[src/rtl/if_id_queue.sv]
// IF/ID decoupling queue: buffers {PC, instruction} pairs from fetch and hands
// them to decode in order over valid/ready; a taken-branch flush empties it.
module if_id_queue #(
  parameter int N     = 64,
  parameter int DEPTH = 2,
  parameter int CW    = 2
) (
  input  logic          clk,
  input  logic          reset,
  input  logic          valid_F,
  input  logic [N-1:0]  pc_F,
  input  logic [31:0]   instr_F,
  output logic          ready_F,
  output logic          valid_D,
  output logic [N-1:0]  pc_D,
  output logic [31:0]   instr_D,
  input  logic          ready_D,
  input  logic          flush_D,
  output logic [CW-1:0] count
);

  localparam int PW = (DEPTH > 1) ? $clog2(DEPTH) : 1;

  logic [N-1:0]  pc_mem    [DEPTH];
  logic [31:0]   instr_mem [DEPTH];
  logic [PW-1:0] wr_ptr;
  logic [PW-1:0] rd_ptr;
  logic          push;
  logic          pop;

  // Handshake decisions depend only on registered state (plus flush for
  // ready_F), so there is never a fetch-to-decode combinational path.
  assign ready_F = (count < CW'(DEPTH)) && !flush_D;
  assign valid_D = (count != '0);
  assign push    = valid_F && ready_F;
  assign pop     = valid_D && ready_D && !flush_D;

  assign pc_D    = valid_D ? pc_mem[rd_ptr]    : '0;
  assign instr_D = valid_D ? instr_mem[rd_ptr] : '0;

  // Control state: pointers wrap naturally because DEPTH is a power of two.
  always_ff @(posedge clk or negedge reset) begin
    if (!reset) begin
      count  <= '0;
      wr_ptr <= '0;
      rd_ptr <= '0;
    end else if (flush_D) begin
      count  <= '0;
      rd_ptr <= wr_ptr;
    end else begin
      if (push) wr_ptr <= wr_ptr + PW'(1);
      if (pop)  rd_ptr <= rd_ptr + PW'(1);
      if (push && !pop)
        count <= count + CW'(1);
      else if (pop && !push)
        count <= count - CW'(1);
    end
  end

  // Entry storage carries no reset; stale contents are masked by valid_D.
  always_ff @(posedge clk) begin
    if (push) begin
      pc_mem[wr_ptr]    <= pc_F;
      instr_mem[wr_ptr] <= instr_F;
    end
  end

endmodule

[config.mk]
export PLATFORM = sky130hd
export DESIGN_NAME = if_id_queue
export DESIGN_NICKNAME = d
export VERILOG_FILES = /design/src/rtl/if_id_queue.sv
export SDC_FILE = /design/constraint.sdc
export NUM_CORES = 1
export LEC_CHECK = 0
export ABC_CLOCK_PERIOD_IN_PS = 5200
export CORE_AREA = 4 4 128 160
export DETAILED_ROUTE_END_ITERATION = 10
export DIE_AREA = 0 0 132 164
export PLACE_DENSITY_LB_ADDON = 0.15
export SYNTH_ARGS = -nofsm -noshare
export SYNTH_HDL_FRONTEND = slang
export SYNTH_SLANG_ARGS = --single-unit
export TNS_END_PERCENT = 30
[constraint.sdc]
create_clock -name clk -period 5.2 [get_ports clk]
set_input_delay 0.52 -clock clk [delete_from_list [all_inputs] [get_ports clk]]
set_output_delay 0.52 -clock clk [all_outputs]
set_load 0.02 [all_outputs]
Word-level counts from Yosys, hierarchy flattened
Memories as Yosys holds them, arrays and structs flattened.
Index checks and enable logic that the tools add are counted.

word-level totals
  flip-flop bits (word level) = 4
  bits in writable memories = 192
  input bits = 101
  output and inout port bits = 100
  memories = 2

memories
  name       depth  bits a word  read ports  clocked after Yosys merged registers in  write ports  line  RTL
  pc_mem     2      64           1           0                                        1            24    logic [N-1:0] pc_mem [DEPTH];
  instr_mem  2      32           1           0                                        1            25    logic [31:0] instr_mem [DEPTH];

cells by class
  add/subtract/negate cells = 4
  $lt $le $gt $ge = 1
  muxes and demuxes = 9
  bitwise operators = 1
  reduce and logical (&&, ||, !) cells = 13

operators by type and width
  operator                                                             number
  64-bit two-way mux                                                   1
  32-bit two-way mux                                                   1
  1-bit logical AND                                                    6
  2-bit two-way mux                                                    3
  1-bit two-way mux                                                    4
  2-bit nonzero test                                                   2
  1-bit zero test                                                      3
  3-bit nonzero test                                                   1
  1-bit adder (second input constant)                                  2
  2-bit by 1-bit adder with 2-bit output (second input constant)       1
  2-bit < comparator (second input constant)                           1
  2-bit AND reduction                                                  1
  2-bit by 1-bit subtractor with 2-bit output (second input constant)  1
  1-bit NOT                                                            1

Longest topological paths before layout
  word-level depth = 8
  depth in mapped cells = 5
  mapped depth without buffers = 3

Worst setup path before layout
OpenSTA, ideal clock, no wires.

  kind = register to register
  start point = register count[1]
  end point = memory instr_mem[0][0], enable pin
  setup time = 0.552 ns
  arrival time = 5.047 ns
  data required time = 4.648 ns
  slack = -0.398 ns
  cell stages (with the launch flop) = 4
  clock period less this slack = 5.598 ns
  cell sequence = dfrtp_1 nor2_1 nand2_1 nor2_1

on the way
  word-level cells in the longest chain between the ends = 5

ends and longest elaborated chain
  what                                     line  RTL
  start: declaration                       19    output logic [CW-1:0] count
  start signal: assignment                 54    count <= count + CW'(1);
  start signal: assignment                 56    count <= count - CW'(1);
  2-bit < comparator                       33    assign ready_F = (count < CW'(DEPTH)) && !flush_D;
  1-bit logical AND                        33
  named net ready_F                        13    output logic ready_F,
  1-bit logical AND                        35    assign push = valid_F && ready_F;
  1-bit two-way mux                        62    if (push) begin
  1-bit two-way mux (not written as such)  64    instr_mem[wr_ptr] <= instr_F;
  end: declaration                         25

The timed path passes the listed nets, and every way through them passes these cells.

Worst setup path in the final report
  start point = register rd_ptr
  end point = output pc_D[24]

on the way
  word-level cells in the longest chain between the ends = 2

ends and longest elaborated chain
  what                      line  RTL
  start: declaration        27    logic [PW-1:0] rd_ptr;
  start signal: assignment  49    rd_ptr <= wr_ptr;
  start signal: assignment  52    if (pop) rd_ptr <= rd_ptr + PW'(1);
  memory read 2 x 64 bit    n/a
  64-bit two-way mux        38    assign pc_D = valid_D ? pc_mem[rd_ptr] : '0;
  end: declaration          15    output logic [N-1:0] pc_D,

Every way passes these cells.

==> summary.txt <==
Clock tree
  • Clock buffer depth: 2
  • Clock transition at path regs: 0.07 ns
  • Htree depth: 4
  • Num Clock Sinks: between 150 and 200
  • Num CTS Buffers: 17
  • Cts hold-fix bufs: 0
  • Post_cts resized: 0
  • CTS tree: done
  • Clk_lat worst skew: 0.42 ns
  • Root Buffer Master: clkbuf_16
  • Post-CTS setup buffer count: 0

Layout
  • Area growth syn-to-layout: 36.9%
  • Layout Nets: 734
  • Antenna cell count: 0
  • Fill count: around 1600
  • Layout cells sized above 1: 6.35%

Floorplan
  • Initial Util: 39.7%
  • Row count: 56
  • Die area: between 20000 and 25000 sq um
  • Die Y: roughly 160 microns
  • Io pins: around 200
  • Std-Cell Core Area: 18800 sq um
  • Die width: 132 microns

Yosys
  • Syn nets: about 530
  • Post-Synth Adder-Cell Area: 0%
  • Ys Warns: 0
  • Synth top area share: slightly below 80%
  • FF+latch count, synth: ~200
  • Top FF cell, synth: edfxtp_1
  • Most common cell in the netlist: edfxtp_1
  • Top cells by count, synth: edfxtp_1, nor2_1, mux2i_1, buf_4, buf_2
  • Cell area after synthesis: 7470 sq um
  • Synth unique cells: 18
  • Gate Count Post-Synth: 430
  • Mux cell area share after synthesis: about 13%
  • Post-synth top area cell: edfxtp_1
  • Compound-gate portion of the synthesized area: 0.435%
  • Top post-synthesis cells by area: edfxtp_1, mux2i_1, nor2_1, dfrtp_1, buf_4
  • Largest family of logic cells by synthesized area: multiplexers
  • Sequential area share after synthesis: 78.5%
  • Asr flop ratio synth: 2.04%
  • Number of synthesized flops with an enable pin: 192
  • Area share of xor/xnor cells in the synthesized design: 0.234%
  • Mean area per synthesized cell: 17.4 sq um
  • Simple-Gate Fraction of Synth Area: under 10%

Power
  • Cell internal pwr: 3050 uW
  • Sw power: 1230 uW
  • Max IR drop VDD: 196 uV
  • Combinational share of power: 23.4%
  • Net Sw Frac: 28.7%
  • Pwr dens: 418 nW/um^2
  • Reg power frac: 48.2%
  • Tot Pwr: 4270 uW
  • Clock share of power: 28.4%
  • Leakage: 0.00358 uW

Detailed routing
  • Routed wire length: 15600 microns
  • Residual DRC: 0
  • Routed Antenna Nets: 0
  • Vias per std cell: 4.78
  • 1st-pass router iterations: 4
  • Drt wl/cell: 17.8 microns
  • Vias after detailed routing: roughly 4200
  • Drt initial violations: 212

Setup path
  • Critical path endpoint category: output port
  • Max stage delay on crit path: 1.11 ns
  • CP Class: reg -> out
  • Crit path cell chain: buf_4 > mux2i_1 > nor2_1 > clkdlybuf4s50_1
  • WP data required: 4.68 ns
  • Setup crit start: rd_ptr
  • Worst Path Max Fanout: approximately 60
  • R2R Path End: instr_mem[1][12]
  • Slowest stage cell, crit path: dfrtp_4
  • R2R Setup Slk: 2.79 ns
  • R2r worst-path depth: 3
  • Crit path to: pc_D[24]
  • Worst EP arrival: 2.99 ns
  • Worst r2r src: count[1]
  • Startpoint Class: flip-flop

Flow run
  • Max Cap Viol: 0

GRT
  • Global-route wire length before repair: 24200 microns
  • Initial antenna violation count: 0
  • Gr ovfl total: 0
  • GR Util All Layers: between 10% and 20%
  • Vias in the first global route: 4558
  • M1 GR Usage: 18.0%
  • GR Util met2: 23.6%
  • Gr busiest metal: met2
  • GR Layer Usage met3: 4.93%
  • Largest net degree at the start of global routing: 79

Run status
  • Outcome: complete, no violations

Timing
  • RSZ-0062 raised after global routing: no
  • Setup violators final: 0
  • Max Slew Vio Count: 0
  • Final hold slack: 0.304 ns
  • Final Skew: about 0.0071 ns
  • Final hold vios: 0
  • Fmax: 285 MHz
  • Tmin final: 3.51 ns
  • Ratio of final minimum period to clock period: 67.5%
  • Worst rel slew slack: 27.0%
  • Worst-Margin Slew: 1.10 ns
  • Setup TNS: 0 ns

Placement
  • HPWL Detailed: 10200 microns
  • IO Port Bufs: 200
  • RePlAce Congestion: 0.755

Min path
  • Min-Delay Path Class: in -> async
[cell families (layout without fill, tap and decap cells)]
group / Yosys count / in the layout
muxes: 97 / 97
DFF: 196 / 196
and+or+nand+nor: 107 / 107
AOI/OAI and AO/OA: 6 / 6
buffers and inverters: 22 / 238
xor gates and xnor gates: 2 / 2
[worst max-delay path, delay by kind of cell, from the launching register on]
family                 cells  cell delay, ns
and+or+nand+nor            1            0.07
muxes                      1            0.31
buffers and inverters      2            1.02
DFF                        1            1.11
[state kept, by name, summed over array words and instances (netlist names)]
register   cells
instr_mem     64
pc_mem       128
rd_ptr         1
wr_ptr         1
count          2
[final cells by class]
cell class / instances / area (sq um) / area share, %
Clock buffer: 17 / 425 / 4.16
Tap cell: 232 / 290 / 2.84
Clock inverter: 15 / 123 / 1.20
Inverter: 1 / 3.75 / 0.0367
Sequential cell: 196 / 5870 / 57.4
Multi-Input combinational cell: 212 / 1460 / 14.2
Timing Repair Buffer: 205 / 2060 / 20.2
[per-layer routing]
| metal | part of all wire (%) | routed length [microns] |
|---|---|---|
| met5 | 0 | 0 |
| met4 | 2.1 | 332 |
| met3 | 6.2 | 966 |
| met2 | 49 | 7630 |
| met1 | 43 | 6680 |
[worst min path at each step]
stage	cells after the start	endpoint	from	slack [ns]
floorplan	0	count[0]	reset	0.22
global placement	1	wr_ptr	wr_ptr	0.55
detailed placement	1	wr_ptr	wr_ptr	0.57
CTS	1	wr_ptr	reset	0.28
global route	1	count[0]	reset	0.29
finish	1	wr_ptr	reset	0.30
[power groups by stage]
stage               registers (uW)  clock network (uW)  logic (uW)
CTS                           2070                1250        1020
finish                        2060                1220         998
global placement              2090                   0        1010
detailed placement            2100                   0        1010
floorplan                     2000                   0         719
global route                  2080                1320        1080
[placed cells by master, fill, tap and decap left out, types with 2 or more instances in the layout]
master / count
buf_12: 2
mux2i_1: 97
buf_4: 3
nor2_1: 97
o21ai_0: 3
nor2b_1: 2
nand2b_1: 2
nor2_4: 2
clkinv_2: 3
inv_6: 5
a21oi_1: 2
clkdlybuf4s50_1: 200
clkbuf_16: 17
dfrtp_1: 3
inv_8: 2
edfxtp_1: 192
nand2_1: 3
clkinvlp_4: 2
clkinv_4: 3
[stage by stage]
| stage | setup WS [ns] | cell area [sq um] | util [%] | instances |
|---|---|---|---|---|
| floorplan | 1.21 | 7480 | - | 430 |
| global placement | 2.14 | 9680 | 51.4 | 846 |
| detailed placement | 2.13 | 9680 | 51.4 | 846 |
| CTS | 1.65 | 10200 | 54.3 | 878 |
| global route | 1.56 | 10200 | 54.3 | 878 |
| finish | 1.69 | 10200 | 54.3 | 878 |
No activity file was read; power rests on OpenSTA's default activity.
